[config.mk]
export PLATFORM = sky130hd
export DESIGN_NAME = mvm_job_sequencer
export DESIGN_NICKNAME = d
export VERILOG_FILES = /design/src/rtl/mvm_job_sequencer.sv
export SDC_FILE = /design/constraint.sdc
export NUM_CORES = 1
export LEC_CHECK = 0
export ABC_AREA = 1
export BUFFER_PORTS_ARGS = -buffer_cell sky130_fd_sc_hd__buf_4
export CAP_MARGIN = 20
export CORE_MARGIN = 2
export CORE_UTILIZATION = 53
export DETAILED_ROUTE_END_ITERATION = 8
export PLACE_DENSITY = 0.81
export SETUP_SLACK_MARGIN = 0.15
export SLEW_MARGIN = 0
export SYNTH_ARGS = -nofsm -noshare
export SYNTH_HDL_FRONTEND = slang
export SYNTH_SLANG_ARGS = --single-unit
[constraint.sdc]
create_clock -name aclk -period 2.9 [get_ports aclk]
set_input_delay 0.29 -clock aclk [delete_from_list [all_inputs] [get_ports aclk]]
set_output_delay 0.29 -clock aclk [all_outputs]
set_load 0.01 [all_outputs]
[src/rtl/mvm_job_sequencer.sv]
// Sequences one matrix-vector job: loads the vector, streams the matrix rows to the engine, collects N results.
// Latency: N+1 cycles of vector load, then matrix beats at up to one per cycle; done is registered one cycle after the last result.
// Backpressure: m_axis_tready stalls the 2-entry prefetch and RAM reads; results are always accepted in STREAM/DRAIN.
module mvm_job_sequencer #(
  parameter int N  = 2,
  parameter int DW = 8,
  parameter int AW = 8,
  parameter int RW = 2*DW + $clog2(N)
) (
  input  logic                 aclk,
  input  logic                 areset,
  input  logic                 cmd_valid,
  output logic                 cmd_ready,
  input  logic [AW-1:0]        cmd_mat_base,
  input  logic [AW-1:0]        cmd_vec_base,
  output logic                 mem_rd_en,
  output logic [AW-1:0]        mem_rd_addr,
  input  logic [DW-1:0]        mem_rd_data,
  output logic [DW-1:0]        vec_data,
  output logic                 vec_valid,
  input  logic                 vec_rdy,
  output logic [DW-1:0]        m_axis_tdata,
  output logic                 m_axis_tvalid,
  output logic                 m_axis_tlast,
  input  logic                 m_axis_tready,
  input  logic [RW-1:0]        res_tdata,
  input  logic                 res_tvalid,
  input  logic                 res_tlast,
  output logic                 res_tready,
  output logic                 res_wr_en,
  output logic [$clog2(N)-1:0] res_wr_idx,
  output logic [RW-1:0]        res_wr_data,
  output logic                 busy,
  output logic                 done,
  output logic                 err_tlast
);

  localparam int CW = $clog2(N);
  localparam int MW = $clog2(N*N + 1);
  localparam logic [CW-1:0] LAST = CW'(N-1);

  typedef enum logic [1:0] {S_IDLE, S_VLOAD, S_STREAM, S_DRAIN} state_t;

  state_t          r_state, w_next;
  logic            r_live;
  logic [AW-1:0]   r_mat_base, r_vec_base;
  logic [MW-1:0]   r_rd_cnt;
  logic            r_rd_pend;
  logic [CW-1:0]   r_vcap;
  logic [DW-1:0]   r_vreg [N];
  logic [DW-1:0]   r_fifo [2];
  logic            r_wp, r_rp;
  logic [1:0]      r_cnt;
  logic [CW-1:0]   r_col, r_row, r_res_cnt;
  logic            r_err, r_done;

  // vec_rdy mirrors m_axis_tready during row 0, so the beat handshake keys off tready alone
  logic w_unused_vec_rdy;
  assign w_unused_vec_rdy = vec_rdy;

  logic       w_accept, w_fifo_vld, w_beat, w_last_beat, w_res_rdy, w_res_hs, w_res_last;
  logic       w_vload_rd, w_stream_rd, w_push;
  logic [2:0] w_occ;

  assign w_accept    = cmd_valid & r_live & (r_state == S_IDLE);
  assign w_fifo_vld  = (r_cnt != 2'd0);
  assign w_beat      = w_fifo_vld & m_axis_tready;
  assign w_last_beat = w_beat & (r_row == LAST) & (r_col == LAST);
  assign w_res_rdy   = (r_state == S_STREAM) | (r_state == S_DRAIN);
  assign w_res_hs    = res_tvalid & w_res_rdy;
  assign w_res_last  = (r_res_cnt == LAST);
  assign w_push      = (r_state == S_STREAM) & r_rd_pend;
  // Occupancy seen by the next cycle: current entries minus this cycle's pop plus the read landing now.
  // Counting the pop keeps one beat per cycle with tready high while never exceeding two entries.
  assign w_occ       = 3'(r_cnt) + 3'(r_rd_pend) - 3'(w_beat);
  assign w_vload_rd  = (r_rd_cnt < MW'(N));
  assign w_stream_rd = (r_rd_cnt < MW'(N*N)) & (w_occ < 3'd2);

  assign m_axis_tvalid = w_fifo_vld;
  assign m_axis_tdata  = w_fifo_vld ? r_fifo[r_rp] : '0;
  assign m_axis_tlast  = w_fifo_vld & (r_col == LAST);
  assign vec_data      = vec_valid ? r_vreg[r_col] : '0;
  assign res_wr_en     = w_res_hs;
  assign res_wr_idx    = w_res_hs ? r_res_cnt : '0;
  assign res_wr_data   = w_res_hs ? res_tdata : '0;
  assign done          = r_done;
  assign err_tlast     = r_err;

  // State register
  always_ff @(posedge aclk or posedge areset) begin
    if (areset) r_state <= S_IDLE;
    else        r_state <= w_next;
  end

  // Next-state logic
  always_comb begin
    w_next = r_state;
    case (r_state)
      S_IDLE:   if (w_accept) w_next = S_VLOAD;
      S_VLOAD:  if (r_rd_pend && (r_vcap == LAST)) w_next = S_STREAM;
      S_STREAM: if (w_last_beat) w_next = S_DRAIN;
      S_DRAIN:  if (w_res_hs && w_res_last) w_next = S_IDLE;
      default:  w_next = S_IDLE;
    endcase
  end

  // State-decoded outputs; address is held at zero when no read is issued
  always_comb begin
    cmd_ready   = 1'b0;
    busy        = 1'b0;
    res_tready  = w_res_rdy;
    mem_rd_en   = 1'b0;
    mem_rd_addr = '0;
    vec_valid   = 1'b0;
    case (r_state)
      S_IDLE:  cmd_ready = r_live;
      S_VLOAD: begin
        busy      = 1'b1;
        mem_rd_en = w_vload_rd;
        if (w_vload_rd) mem_rd_addr = r_vec_base + AW'(r_rd_cnt);
      end
      S_STREAM: begin
        busy      = 1'b1;
        mem_rd_en = w_stream_rd;
        if (w_stream_rd) mem_rd_addr = r_mat_base + AW'(r_rd_cnt);
        vec_valid = w_fifo_vld & (r_row == '0);
      end
      S_DRAIN: busy = 1'b1;
      default: ;
    endcase
  end

  // Job setup, read counter and one-cycle read-in-flight tracking
  always_ff @(posedge aclk or posedge areset) begin
    if (areset) begin
      r_live     <= 1'b0;
      r_mat_base <= '0;
      r_vec_base <= '0;
      r_rd_cnt   <= '0;
      r_rd_pend  <= 1'b0;
    end else begin
      r_live    <= 1'b1;
      r_rd_pend <= mem_rd_en;
      if (w_accept) begin
        r_mat_base <= cmd_mat_base;
        r_vec_base <= cmd_vec_base;
        r_rd_cnt   <= '0;
      end else if ((r_state == S_VLOAD) && (w_next == S_STREAM)) begin
        r_rd_cnt <= '0;
      end else if (mem_rd_en) begin
        r_rd_cnt <= r_rd_cnt + MW'(1);
      end
    end
  end

  // Vector capture during VLOAD
  always_ff @(posedge aclk or posedge areset) begin
    if (areset) begin
      r_vcap <= '0;
      for (int i = 0; i < N; i++) r_vreg[i] <= '0;
    end else if (w_accept) begin
      r_vcap <= '0;
    end else if ((r_state == S_VLOAD) && r_rd_pend) begin
      r_vreg[r_vcap] <= mem_rd_data;
      r_vcap         <= r_vcap + CW'(1);
    end
  end

  // Two-entry matrix prefetch FIFO
  always_ff @(posedge aclk or posedge areset) begin
    if (areset) begin
      r_wp      <= 1'b0;
      r_rp      <= 1'b0;
      r_cnt     <= 2'd0;
      r_fifo[0] <= '0;
      r_fifo[1] <= '0;
    end else if (w_accept) begin
      r_wp  <= 1'b0;
      r_rp  <= 1'b0;
      r_cnt <= 2'd0;
    end else begin
      if (w_push) begin
        r_fifo[r_wp] <= mem_rd_data;
        r_wp         <= ~r_wp;
      end
      if (w_beat) r_rp <= ~r_rp;
      r_cnt <= r_cnt + 2'(w_push) - 2'(w_beat);
    end
  end

  // Output beat position and result collection, tlast checking, done pulse
  always_ff @(posedge aclk or posedge areset) begin
    if (areset) begin
      r_col     <= '0;
      r_row     <= '0;
      r_res_cnt <= '0;
      r_err     <= 1'b0;
      r_done    <= 1'b0;
    end else begin
      r_done <= (r_state == S_DRAIN) & w_res_hs & w_res_last;
      if (w_accept) begin
        r_col     <= '0;
        r_row     <= '0;
        r_res_cnt <= '0;
        r_err     <= 1'b0;
      end else begin
        if (w_beat) begin
          if (r_col == LAST) begin
            r_col <= '0;
            r_row <= r_row + CW'(1);
          end else begin
            r_col <= r_col + CW'(1);
          end
        end
        if (w_res_hs) begin
          r_res_cnt <= r_res_cnt + CW'(1);
          if (res_tlast != w_res_last) r_err <= 1'b1;
        end
      end
    end
  end

endmodule

==> results of run 1 <==
-- final timing paths --
kind                            depth (start not counted)  slack, ns            start        endpoint
max in group asynchronous                               3       2.22           areset       r_res_cnt
worst max-delay path                                   12       0.18         r_cnt[1]  mem_rd_addr[3]
min in group aclk                                       3       0.14  cmd_vec_base[7]   r_vec_base[7]
worst max register to register                          8       0.55       r_state[1]       r_fifo[8]
worst min register to register                          2       0.49        r_vreg[3]       r_vreg[3]
worst min-delay path                                    2       0.05           areset        r_cnt[0]
-- sequential cells by signal, indices dropped and copies added, names as in the netlist, 2 cells and up --
register / cells
r_rd_cnt: 3
r_mat_base: 8
r_vec_base: 8
r_fifo: 16
r_state: 2
r_cnt: 2
r_vreg: 16
-- layout by cell type (no fill, tap or decap) --
cell / count
a21boi_0: 1
a21o_1: 2
a21oi_1: 27
a21oi_2: 6
buf_12: 1
buf_4: 102
bufinv_16: 1
clkbuf_8: 9
clkinv_1: 1
clkinv_2: 1
clkinv_4: 1
clkinvlp_4: 2
conb_1: 1
dfrtp_1: 64
dfrtp_2: 1
fa_1: 3
ha_1: 15
inv_1: 59
inv_2: 4
inv_4: 1
inv_6: 2
nand2_1: 144
nand2_2: 4
nand3_1: 18
nand3_2: 2
nand3b_1: 1
nand4_1: 6
nand4_2: 1
nor2_1: 31
nor2_2: 4
nor2_8: 1
nor3_1: 2
nor3_2: 1
o21ai_0: 25
o21ai_1: 20
o21ai_2: 8
or2_1: 1
xnor2_1: 2
xor2_1: 3
-- logic make-up after synthesis --
logic type | after synthesis | share of synthesized area [%]
AO/OA/AOI/OAI | 89 | 13.3
XOR/XNOR | 5 | 1.21
adder cells (fa/ha/maj) | 18 | 6.83
buffers and inverters | 79 | 8.73
flip-flops | 65 | 44.8
other | 1 | 0.103
AND/OR/NAND/NOR | 216 | 25.0
-- layer usage --
layer  wire [microns]  share of wire [%]  vias up
li1                 -                  -     1689
met1             3770                 43     1594
met2             4270                 49      124
met3              559                6.4       16
met4              134                1.5        0
met5                0                  0        -
-- critical path: stages, from the launching register on --
cell and delay (ns):
dfrtp_2 0.43, nor2_2 0.17, nor2_2 0.06, nand2_1 0.06, inv_1 0.05, fa_1 0.49
nand2_1 0.06, nor2_2 0.13, nand2_2 0.10, a21oi_2 0.11, o21ai_1 0.07, a21oi_1 0.18
buf_4 0.15
-- where the power goes --
| part | total (mW) | switching [mW] | internal [mW] |
|---|---|---|---|
| Combinational | 2.20 | 1.26 | 0.934 |
| Clock | 0.792 | 0.390 | 0.403 |
| Sequential | 1.63 | 0.334 | 1.30 |
| Total | 4.62 | 1.99 | 2.63 |
-- cell type report --
type | instances | area [sq um] | area share [%]
well taps | 80 | 100 | 2.14
inverters | 65 | 246 | 5.26
clock buffers | 9 | 124 | 2.65
flip-flops and latches | 65 | 1630 | 34.8
multi-input cells | 329 | 1720 | 36.8
repair buffers | 103 | 786 | 16.8
clock inverters | 7 | 76.3 | 1.63
-- repair_timing --
action,in CTS,in global routing
gates resized for setup,2,15
pin swaps,1,4
buffers inserted,1,2
endpoints found under the setup margin,9,10
gates cloned,0,0
-- per-stage QoR --
stage	cells	total power [mW]	area, sq um	hold WS (ns)
floorplan	473	2.93	3630	0.407
global placement	639	3.63	4420	0.436
detailed placement	639	3.71	4420	0.449
CTS	656	4.54	4630	0.0656
global route	658	5.00	4680	0.103
finish	658	4.62	4680	0.0524
==> key figures, run 1 <==
Clock network
  – Post-CTS Hold Fix Bufs: 0
  – # clock sinks: 65
  – Htree depth: 3
  – Clk buf depth: 2
  – Clock-pin slew on the worst setup and hold paths: 0.08 ns
  – CTS tree: yes
  – Root buf cell: clkbuf_8
  – Num CTS Buffers: 9
  – Insertion delay to the later sink of the worst-skew pair: 0.35 ns

Global routing
  – M2 GR Usage: 40.0%
  – Antenna violations before repair: 0
  – Busiest grt layer: met2
  – GRT met3 Usage: 4.38%
  – Pin count of the biggest net entering global routing: 36
  – GRT met1 Usage: 31.1%
  – Grt ovf: 0
  – Vias in the first global route: 3058
  – Global-route wire length before repair: 14100 microns
  – Total track usage: 23.6%

Layout
  – Final nets: 639
  – Area Growth Syn to Fin: 29.1%
  – Ant. Diodes: 0
  – Filler cell count: 561
  – Core Util, Final: 69.7%
  – Ratio of cells with drive above 1 in the final layout: 26.3%

Floorplan
  – Die X: 86.7 microns
  – Core ar.: 6720 sq um
  – Die Y-Extent: 86.7 microns
  – Num rows: 30
  – Die area: 7520 sq um
  – Initial Util: 54.0%
  – # IOs: 100

Status
  – Outcome: finished clean

Logic synthesis
  – Synth top area cells: dfrtp_1 (45%), nand2_1 (15%), inv_1 (6.4%), ha_1 (5.2%), a21oi_1 (4.6%)
  – Top-count cell post-synth: nand2_1
  – Syn nets: 539
  – Seq/Total Area, Yosys: 44.8%
  – Share of the synthesized area in the top cell type: 44.8%
  – Flops & latches, synth: 65
  – Mapped cell area: 3630 sq um
  – Syn. warnings: 0
  – Post-synth cell types: 32
  – Synth cell count leaders: nand2_1 (146), dfrtp_1 (65), inv_1 (62)
  – Yosys top cell by area: dfrtp_1
  – Post-synth top flop: dfrtp_1
  – Post-synth EDFFs: 0
  – Post-Syn Area per Cell: 7.67 sq um
  – Syn Inst Count: 473
  – Asr flop ratio synth: 100%

STA
  – Slew Limit Fails: 0
  – Worst Tran Pin Value: 0.727 ns
  – RSZ-0062 raised after global routing: true
  – Final Hold Fails: 0
  – Setup violators final: 0
  – Worst Slack Setup Final: 0.183 ns
  – Clock Skew: 0.0122 ns
  – Total negative slack: 0 ns
  – Final period util: 93.7%
  – Max_slew headroom: 51.5%
  – Final Critical Period: 2.72 ns
  – Fmax: 368 MHz

Worst setup path
  – Critical Path AT: 2.43 ns
  – CP Capture Type: output port
  – Worst setup SP type: flip-flop
  – Kind of critical path: reg2out
  – Worst EP required: 2.61 ns
  – Worst-path fanout max: 3

Route
  – Iteration-0 DRC Markers: 166
  – DR vias/cell: 5.20
  – ANT nets after route: 0
  – Final WL: 8740 microns
  – DR WL/cell: 13.3 microns
  – DR DRC count: 0
  – Via count: 3423
  – Detailed Routing Iterations Pass 1: 5

Placement
  – Routability cong.: 0.893
  – PortBufs: 98
  – HPWL after DPL: 6090 microns
  – Pre-CTS setup slack: 0.353 ns

Job
  – Max Cap Violations: 0

Min path
  – Worst hold path type: in2async

Pwr
  – Lkg Pwr: 2.54 nW
  – Pwr dens: 987 nW/um^2
  – Worst vdd rail ir drop: 0.573 mV
Note: power is estimated with default switching activity, not from simulation.
==> inputs of run 2 (changes only) <==
--- a/config.mk
+++ b/config.mk
@@ -8,7 +8,7 @@
 export ABC_AREA = 1
 export BUFFER_PORTS_ARGS = -buffer_cell sky130_fd_sc_hd__buf_4
 export CAP_MARGIN = 20
-export CORE_MARGIN = 2
+export CORE_MARGIN = 10
 export CORE_UTILIZATION = 53
 export DETAILED_ROUTE_END_ITERATION = 8
 export PLACE_DENSITY = 0.81
==> key figures, run 2 (same netlist as run 1, synthesis figures left out) <==
Status
  – Outcome: finished clean

Floorplan
  – Die X: 103 microns (+18%)
  – Die area: 10600 sq um (+40%)
  – # IOs: 100 (unchanged)
  – Num rows: 30 (unchanged)
  – Initial Util: 54.0% (unchanged)
  – Core ar.: 6720 sq um (unchanged)
  – Die Y-Extent: 103 microns (+18%)

Clock network
  – Root buf cell: clkbuf_8
  – Htree depth: 3 (unchanged)
  – CTS tree: yes
  – # clock sinks: 65 (unchanged)
  – Post-CTS Hold Fix Bufs: 0 (unchanged)
  – Clk buf depth: 2 (unchanged)
  – Insertion delay to the later sink of the worst-skew pair: 0.35 ns (about the same)
  – Clock-pin slew on the worst setup and hold paths: 0.07 ns (about the same)
  – Num CTS Buffers: 9 (unchanged)

Layout
  – Commonest non-fill, non-tap cell in the layout: nand2_1
  – Ant. Diodes: 0 (unchanged)
  – Final nets: 642 (+0.47%)
  – Most frequent cells in the layout: nand2_1 (145), buf_4 (106), dfrtp_1 (64)
  – Area Growth Syn to Fin: 29.6%
  – Ratio of cells with drive above 1 in the final layout: 26.0% (-0.31 points)
  – Largest regs: r_fifo (16), r_vreg (16)
  – Finished Cell Area: 4700 sq um (+0.43%)
  – Filler cell count: 558 (-0.53%)

Route
  – Final WL: 9340 microns (+6.9%)
  – DR DRC count: 0 (unchanged)
  – Detailed Routing Iterations Pass 1: 4 (-1)
  – DR vias/cell: 5.14 (-1.2%)
  – DR WL/cell: 14.1 microns (+6.4%)
  – ANT nets after route: 0 (unchanged)
  – Via count: 3397 (-0.76%)
  – Iteration-0 DRC Markers: 136 (-18%)

Worst setup path
  – Reg-to-reg setup timing slack: 0.60 ns (+0.05 ns)
  – R2R cell count: 9 (+1)
  – Crit-path cells: buf_4 -> inv_4 -> nand2_2 -> o21ai_2 -> nand2_1 -> fa_1 -> nand2_1 -> nor2_1 -> nand2_1 -> inv_2 -> nand2_1 -> a21oi_1 -> buf_4
  – Cell count along the critical path: 13 (+1)
  – CP max-delay cell: fa_1
  – Critical Path Most Common Cell: nand2_1
  – Worst EP required: 2.61 ns (about the same)
  – Worst setup SP type: flip-flop
  – Worst-path fanout max: 7 (+4)
  – Slowest cell delay on critical path: 0.51 ns (+0.02 ns)
  – Largest delay share family, worst path: adder cells
  – Critical path buffer and inverter count: 4 (+2)
  – CP Capture Type: output port
  – Kind of critical path: reg2out
  – Critical Path AT: 2.43 ns (about the same)

Placement
  – HPWL after DPL: 6840 microns (+12%)
  – Routability cong.: 0.869 (-2.7%)
  – PortBufs: 98 (unchanged)
  – Placed Area: 4410 sq um (-0.11%)

STA
  – Total negative slack: 0 ns (unchanged)
  – Worst Tran Pin Value: 0.939 ns (+0.212 ns)
  – Slew Limit Fails: 0 (unchanged)
  – Final Critical Period: 2.72 ns (+0.000706 ns)
  – RSZ-0062 raised after global routing: true
  – Final period util: 93.7% (about the same)
  – Fmax: 368 MHz (about the same)
  – Clock Skew: 0.00934 ns (-0.00284 ns)
  – Max_slew headroom: 37.3% (-14 points)
  – Final Hold Fails: 0 (unchanged)
  – Setup violators final: 0 (unchanged)

Global routing
  – Global-route wire length before repair: 15300 microns (+8.7%)
  – Pin count of the biggest net entering global routing: 47 (+31%)
  – Total track usage: 18.0% (-5.6 points)
  – Grt ovf: 0 (unchanged)
  – Antenna violations before repair: 0 (unchanged)
  – Vias in the first global route: 3359 (+9.8%)

Min path
  – Worst hold path type: in2async

Job
  – Max Cap Violations: 0 (unchanged)

Pwr
  – Pwr dens: 1000 nW/um^2 (+1.3%)
  – Lkg Pwr: 2.57 nW (+1.0%)
  – Worst vdd rail ir drop: 0.639 mV (+12%)
run 2: changes by cell type in the layout (fill, tap and decap cells not counted), sizes merged:
cell      before  now
bufinv         1    2
buf          103  106
clkinvlp       2    1
run 2: where the power goes:
group	switching [mW]	internal (mW)	total, mW
clock network	0.373	0.492	0.865
registers	0.329	1.30	1.63
logic	1.27	0.940	2.21
total	1.97	2.73	4.70
run 2: metal layers:
metal	track usage, %	share of wire, %	vias up
li1	-	-	1700
met1	20.9	40	1580
met2	30.4	51	98
met3	5.83	6.8	19
met4	6.62	2.2	0
met5	0	0	-
run 2: repair_timing:
| action | 4_1_cts | 5_1_grt |
|---|---|---|
| setup endpoints to repair | 9 | 10 |
| gates resized for setup | 2 | 11 |
| pin swaps | 1 | 4 |
| buffers inserted | 2 | 3 |
run 2: worst reg2reg max path, delay by kind of cell, from the launching register on:
kind                     cells  cell delay, ns
AND/OR/NAND/NOR              5            1.04
flip-flops                   1            0.41
adder cells (fa/ha/maj)      1            0.20
buffers and inverters        2            0.45
AO/OA/AOI/OAI                1            0.08
run 2: layout make-up:
type	count	area, sq um	area share (%)
multi-input combinational	329	1710	36.3
sequential	65	1630	34.6
timing repair buffer	106	796	16.9
inverter	65	246	5.24
clock buffer	9	124	2.63
clock inverter	7	103	2.18
tap	80	100	2.13
run 2: path summary, 6_finish.rpt:
path | from | end
min reg2reg | r_mat_base[2] | r_mat_base[2]
max in group asynchronous | areset | r_rd_pend
max reg2reg | r_state[0] | r_vreg[13]
max | r_cnt[0] | mem_rd_addr[0]
min in group aclk | cmd_vec_base[7] | r_vec_base[7]
min | areset | r_vreg[15]
run 2: metrics by stage:
step	hold slack, ns	util [%]	cells	setup slack, ns	power (mW)
final	0.145	70.0	661	0.182	4.70
after global routing	0.140	70.0	661	0.00701	5.10
after CTS	0.134	69.3	658	0.177	4.65
after detailed placement	0.472	65.7	640	0.363	3.75
after global placement	0.465	65.7	640	0.438	3.66
after floorplan	0.407	-	473	0.632	2.93
